## src/rtl/relu_argmax_stage.sv

```systemverilog
// relu_argmax_stage
//   Output stage behind the MAC neuron accumulator. It takes one signed
//   accumulator result per output neuron over a valid/ready handshake. Each
//   result is passed through ReLU, shifted right and saturated to an unsigned
//   activation. The stage also tracks which of NUM_CLASSES neurons has the
//   largest raw accumulator value and reports it as the predicted class.
//
// Optional feature: define ACT_BUF_EN to keep a readable buffer holding the
//   activations of the current/last frame. Without it rd_data is tied to 0.
//
// Ports
//   CLKEXT     clock, rising edge
//   RST_ACT    synchronous reset, active-high
//   START_ACT  1-cycle pulse: begin (or restart) a frame
//   acc_in     signed accumulator result
//   acc_valid  acc_in is valid
//   acc_ready  stage accepts acc_in this cycle
//   act_out    requantized activation
//   act_valid  1-cycle pulse: act_out/act_idx valid
//   act_idx    neuron index of act_out
//   class_out  argmax index of the last completed frame
//   class_max  requantized activation of the winning neuron
//   done       1-cycle pulse: frame complete
//   busy       frame collection in progress
//   rd_idx     activation buffer read index
//   rd_data    activation buffer read data (combinational)
module relu_argmax_stage #(
  parameter int unsigned ACC_WIDTH   = 16,
  parameter int unsigned OUT_WIDTH   = 8,
  parameter int unsigned NUM_CLASSES = 10,
  parameter int unsigned SHIFT       = 4,
  localparam int unsigned IDX_W      = $clog2(NUM_CLASSES)
) (
  input  logic                 CLKEXT,
  input  logic                 RST_ACT,
  input  logic                 START_ACT,
  input  logic [ACC_WIDTH-1:0] acc_in,
  input  logic                 acc_valid,
  output logic                 acc_ready,
  output logic [OUT_WIDTH-1:0] act_out,
  output logic                 act_valid,
  output logic [IDX_W-1:0]     act_idx,
  output logic [IDX_W-1:0]     class_out,
  output logic [OUT_WIDTH-1:0] class_max,
  output logic                 done,
  output logic                 busy,
  input  logic [IDX_W-1:0]     rd_idx,
  output logic [OUT_WIDTH-1:0] rd_data
);

  localparam logic [ACC_WIDTH-1:0] SatMax = ACC_WIDTH'((2 ** OUT_WIDTH) - 1);
  localparam logic [IDX_W-1:0]     LastIdx = IDX_W'(NUM_CLASSES - 1);

  typedef enum logic [0:0] {StIdle, StCollect} state_e;

  state_e                       state_q;
  logic [IDX_W-1:0]             count_q;
  logic signed [ACC_WIDTH-1:0]  max_q;
  logic [IDX_W-1:0]             max_idx_q;
  logic [OUT_WIDTH-1:0]         max_act_q;
  logic [OUT_WIDTH-1:0]         act_out_q;
  logic                         act_valid_q;
  logic [IDX_W-1:0]             act_idx_q;
  logic [IDX_W-1:0]             class_out_q;
  logic [OUT_WIDTH-1:0]         class_max_q;
  logic                         done_q;

  logic                         accept;
  logic                         is_last;
  logic                         take_max;
  logic [ACC_WIDTH-1:0]         shifted;
  logic [OUT_WIDTH-1:0]         act_d;
  logic [IDX_W-1:0]             win_idx;
  logic [OUT_WIDTH-1:0]         win_act;

  assign acc_ready = (state_q == StCollect) && !START_ACT;
  assign busy      = (state_q == StCollect);
  assign accept    = acc_valid && acc_ready;
  assign is_last   = (count_q == LastIdx);

  // ReLU, shift and saturate. After the sign test the value is non-negative,
  // so a logical shift equals the arithmetic one.
  always_comb begin
    shifted = acc_in >> SHIFT;
    act_d   = '0;
    if (acc_in[ACC_WIDTH-1]) begin
      act_d = '0;
    end else if (shifted > SatMax) begin
      act_d = '1;
    end else begin
      act_d = shifted[OUT_WIDTH-1:0];
    end
  end

  // Argmax on the raw signed value; index 0 always loads, ties keep the
  // earlier index because only a strictly greater value replaces it.
  always_comb begin
    take_max = (count_q == '0) || ($signed(acc_in) > max_q);
    win_idx  = take_max ? count_q : max_idx_q;
    win_act  = take_max ? act_d   : max_act_q;
  end

  always_ff @(posedge CLKEXT) begin
    if (RST_ACT) begin
      state_q     <= StIdle;
      count_q     <= '0;
      max_q       <= '0;
      max_idx_q   <= '0;
      max_act_q   <= '0;
      act_out_q   <= '0;
      act_valid_q <= 1'b0;
      act_idx_q   <= '0;
      class_out_q <= '0;
      class_max_q <= '0;
      done_q      <= 1'b0;
    end else begin
      act_valid_q <= 1'b0;
      done_q      <= 1'b0;
      if (START_ACT) begin
        state_q     <= StCollect;
        count_q     <= '0;
        max_q       <= '0;
        max_idx_q   <= '0;
        max_act_q   <= '0;
        class_out_q <= '0;
        class_max_q <= '0;
      end else if (accept) begin
        act_out_q   <= act_d;
        act_valid_q <= 1'b1;
        act_idx_q   <= count_q;
        if (take_max) begin
          max_q     <= $signed(acc_in);
          max_idx_q <= count_q;
          max_act_q <= act_d;
        end
        if (is_last) begin
          state_q     <= StIdle;
          count_q     <= '0;
          done_q      <= 1'b1;
          class_out_q <= win_idx;
          class_max_q <= win_act;
        end else begin
          count_q <= count_q + 1'b1;
        end
      end
    end
  end

  assign act_out   = act_out_q;
  assign act_valid = act_valid_q;
  assign act_idx   = act_idx_q;
  assign class_out = class_out_q;
  assign class_max = class_max_q;
  assign done      = done_q;

`ifdef ACT_BUF_EN
  logic [OUT_WIDTH-1:0] buf_q [NUM_CLASSES];

  // Only reset clears the buffer; a new frame overwrites entries as it goes.
  always_ff @(posedge CLKEXT) begin
    if (RST_ACT) begin
      for (int i = 0; i < int'(NUM_CLASSES); i++) begin
        buf_q[i] <= '0;
      end
    end else if (accept) begin
      buf_q[count_q] <= act_d;
    end
  end

  always_comb begin
    rd_data = '0;
    if (32'(rd_idx) < NUM_CLASSES) begin
      rd_data = buf_q[rd_idx];
    end
  end
`else
  logic unused_rd_idx;
  assign unused_rd_idx = ^rd_idx;
  assign rd_data       = '0;
`endif

endmodule

```

## config.mk

```make
export PLATFORM = sky130hd
export DESIGN_NAME = relu_argmax_stage
export DESIGN_NICKNAME = d
export VERILOG_FILES = /design/src/rtl/relu_argmax_stage.sv
export SDC_FILE = /design/constraint.sdc
export NUM_CORES = 1
export LEC_CHECK = 0
export CORE_ASPECT_RATIO = 2
export CORE_MARGIN = 8
export CORE_UTILIZATION = 35
export CTS_BUF_LIST = sky130_fd_sc_hd__clkbuf_4
export CTS_CLUSTER_SIZE = 40
export DETAILED_ROUTE_END_ITERATION = 16
export GPL_TIMING_DRIVEN = 0
export HOLD_SLACK_MARGIN = 0.12
export PLACE_DENSITY = 0.58
export SLEW_MARGIN = 40
export SYNTH_ARGS = -nofsm -noshare
export SYNTH_HDL_FRONTEND = slang
export SYNTH_SLANG_ARGS = --single-unit
```

## constraint.sdc

```tcl
create_clock -name CLKEXT -period 5.5 [get_ports CLKEXT]
set_input_delay 1.375 -clock CLKEXT [delete_from_list [all_inputs] [get_ports CLKEXT]]
set_output_delay 1.375 -clock CLKEXT [all_outputs]
set_load 0.02 [all_outputs]
```

==> reports/metrics.yaml, run 1 <==
critical_path:
  cp_max_fo: 5
  startpoint: "START_ACT"
  rr_startpoint: "max_q[7]"
  crit_chain: "clkdlybuf4s50_1 > nor2b_1 > clkdlybuf4s50_1"
  r2r_cells: 9
  ff2ff_setup_slack_ps: 2830
  crit_path_end_kind: "primary output"
  rr_endpoint: "class_max[5]"
  required_ps: 4120
  cpMaxStageDelayCell: "clkdlybuf4s50_1"
  crit_top_cell: "clkdlybuf4s50_1"
  cp.arrival_ps: 2680
  critPathLaunchType: "input port"
  crit_type: "in2out"
  critPathMaxStageDelay_ps: 640
floorplanning:
  ios: 60
  die_w_um: 84.5
  num_rows: 50
  core_mm2: 0.00926
  initial_core_util_pct: 35.5
  dieHeight_um: 153
  die-area_mm2: 0.0129
power_and_ir_drop:
  max-vdd-ir-drop_uv: 135
  finalPower_uw: 871
  p_per_area_mw_per_mm2: 216
  combPwrFrac_pct: 16.2
  swShare_pct: 28.6
  pwr-share-clk_pct: 33.7
  p_switching_uw: 249
  leakagePower_nw: 1.45
  internal_power_uw: 622
  seq_power_share_pct: 50.1
clock_network:
  clock_path_buffers: 2
  numCtsBuffers: 9
  root_buffer: "clkbuf_4"
  htree_num_levels: 3
  clk_pin_slew_ps: 80
  cts_tree: "built"
  postCtsSetupRepairBufs: 0
  cts.sinks: 59
  clk_latency_ps: 410
  cts.hold.buffers_added: 0
  cts.repair.resized: 0
cells_and_area:
  fin_area_mm2: 0.00403
  area_growth_pct: 22.6
  mostFrequentLayoutCells: "59 x dfxtp_1, 57 x nand3_1, 46 x clkdlybuf4s50_1"
  fillers: 973
  fin_util_pct: 43.5
  fin_cells: 577
  regArea_mm2: 0.00118
  fin_nets: 509
  mostFrequentLayoutCell: "dfxtp_1"
  drive_gt1_share_pct: 6.57
  multi_input_area_mm2: 0.00185
worst_hold_path:
  hold_class: "reg2reg"
  hold_path_startpoint: "act_idx[3]"
  holdPathStages: 2
  hold_path_end: "act_idx[3]"
run_status:
  status: "completed"
placed_design:
  dpl.cell_count: 562
  dp_hpwl_mm: 7.86
  gp_congestion: 0.802
  port-buffer-count: 46
  pre_cts_ws_ps: 1280
  place_area_mm2: 0.00391
synth:
  seq_area_frac_synth_pct: 36.0
  synthDistinctLibCells: 45
  syn_area_per_cell_um2: 8.11
  synth_edf_count: 0
  synthArstFlopShare_pct: 0
  synth-seq-cells: 59
  synthFlopType: "dfxtp_1"
  yosysWarnings: 0
  syn-cell-area_mm2: 0.00328
  postSynthCellCount: 405
drt:
  drc: 0
  ant_nets: 0
  drt-total-wl_mm: 10.4
  via_per_inst: 5.66
  wl_per_cell_um: 18.0
  drt_iter0_drc: 202
  dr_total_vias: 3266
  drtPass1Iterations: 5
timing:
  setup_viol: 0
  timing.final.max_slew_violations: 0
  clock-skew-final_ps: 16.2
  hold_viol: 0
  setup_tns_ps: 0
  holdWs_ps: 457
  fin_ws_ps: 1450
  max_freq_ghz: 0.247
  relSlewSlack_pct: 60.7
  rsz0062_at_grt: "false"
  tightest_slew_ps: 590
  period_share_pct: 73.7
  period_needed_ps: 4050
run:
  drv_cap: 0
global_route:
  grt_pass1_wl_mm: 17.3
  grt_max_degree: 11
  grt_pass1_vias: 3404
  overflow: 0
  grt_usage_pct: 16.8
  antenna_found_initial: 1
## state kept, by name, summed over array words and instances (netlist names)
signal	count
busy	1
act_idx	4
max_act_q	8
act_valid	1
max_idx_q	4
count_q	4
act_out	8
class_max	8
done	1
class_out	4
max_q	16
## routing by layer
| metal | global-route usage [%] | vias up | wire length (µm) |
|---|---|---|---|
| li1 | - | 1589 | - |
| met1 | 16.3 | 1542 | 3880 |
| met2 | 30.9 | 109 | 5670 |
| met3 | 3.44 | 26 | 516 |
| met4 | 10.6 | 0 | 352 |
| met5 | 0 | - | 0 |
## cells by family (layout without fill, tap and decap cells)
| kind of cell | count (synthesis) | count (layout) | synth area share, % |
|---|---|---|---|
| buf+inv | 61 | 121 | 8.50 |
| fa+ha+maj | 16 | 16 | 6.10 |
| compound gates | 79 | 79 | 17.5 |
| simple gates | 164 | 164 | 24.3 |
| mux | 23 | 23 | 7.01 |
| flops | 59 | 59 | 36.0 |
| xor+xnor | 2 | 2 | 0.534 |
| other cells | 1 | 9 | 0.114 |
## Yosys cell counts, drive strengths merged (2+ instances only)
master | number | area (µm²)
a21o | 3 | 22.5
a21oi | 21 | 116
a311o | 15 | 150
a32o | 2 | 20.0
a32oi | 9 | 78.8
buf | 16 | 110
clkbuf | 27 | 101
dfxtp | 59 | 1180
ha | 16 | 200
inv | 18 | 67.6
mux2i | 23 | 230
nand2 | 38 | 143
nand3 | 57 | 285
nand4 | 7 | 43.8
nand4b | 2 | 17.5
nor2 | 25 | 96.4
nor2b | 3 | 18.8
nor3 | 18 | 90.1
nor3b | 2 | 15.0
o211ai | 12 | 90.1
o21ai | 12 | 60.1
or2 | 2 | 12.5
or4 | 2 | 15.0
## power by group through the flow
stage          sequential, mW  clock [mW]  combinational [mW]
3_3_place_gp            0.446           0               0.140
2_1_floorplan           0.448           0              0.0841
4_1_cts                 0.436       0.306               0.141
3_5_place_dp            0.446           0               0.141
6_report                0.436       0.293               0.141
5_1_grt                 0.437       0.320               0.154
## critical path, delay by kind of cell
kind | cells | cell delay [ps]
buffers and inverters | 2 | 1130
and+or+nand+nor | 1 | 180
## worst max path at each step
| stage | to | slack, ps | cells past startpoint |
|---|---|---|---|
| 2_1_floorplan | max_q[10] | 2330 | 8 |
| 3_3_place_gp | class_max[6] | 1240 | 9 |
| 3_5_place_dp | class_max[5] | 1280 | 9 |
| 4_1_cts | acc_ready | 1460 | 3 |
| 5_1_grt | acc_ready | 1340 | 3 |
| 6_report | acc_ready | 1450 | 3 |
## final cells by class
cell class / count / share of cell area (%)
clock inverters: 4 / 1.09
flip-flops and latches: 59 / 29.3
well taps: 104 / 3.23
clock buffers: 10 / 1.86
plain buffers: 43 / 5.25
repair buffers: 46 / 11.4
multi-input cells: 292 / 46.1
diodes: 1 / 0.0622
inverters: 18 / 1.68
No activity file was read; power rests on OpenSTA's default activity.
==> run 2: changes to the inputs <==
Clock period 5.5 ns to 3.9 ns, I/O delays scaled along.
==> results of run 2 <==
The final DEF is identical to that of run 1. Status: completed.
Main changes from that run: setup slack after placement 1280 ps -> 77.1 ps; clock-pin slew on the worst setup and hold paths 80 ps -> 90 ps; setup slack after layout 1450 ps -> 510 ps; start point of the critical path START_ACT -> acc_in[7]; end point of the critical path acc_ready -> class_max[5]; register-to-register setup slack 2830 ps -> 1230 ps; total power 0.871 mW -> 1.23 mW; worst IR drop on VDD 135 µV -> 191 µV
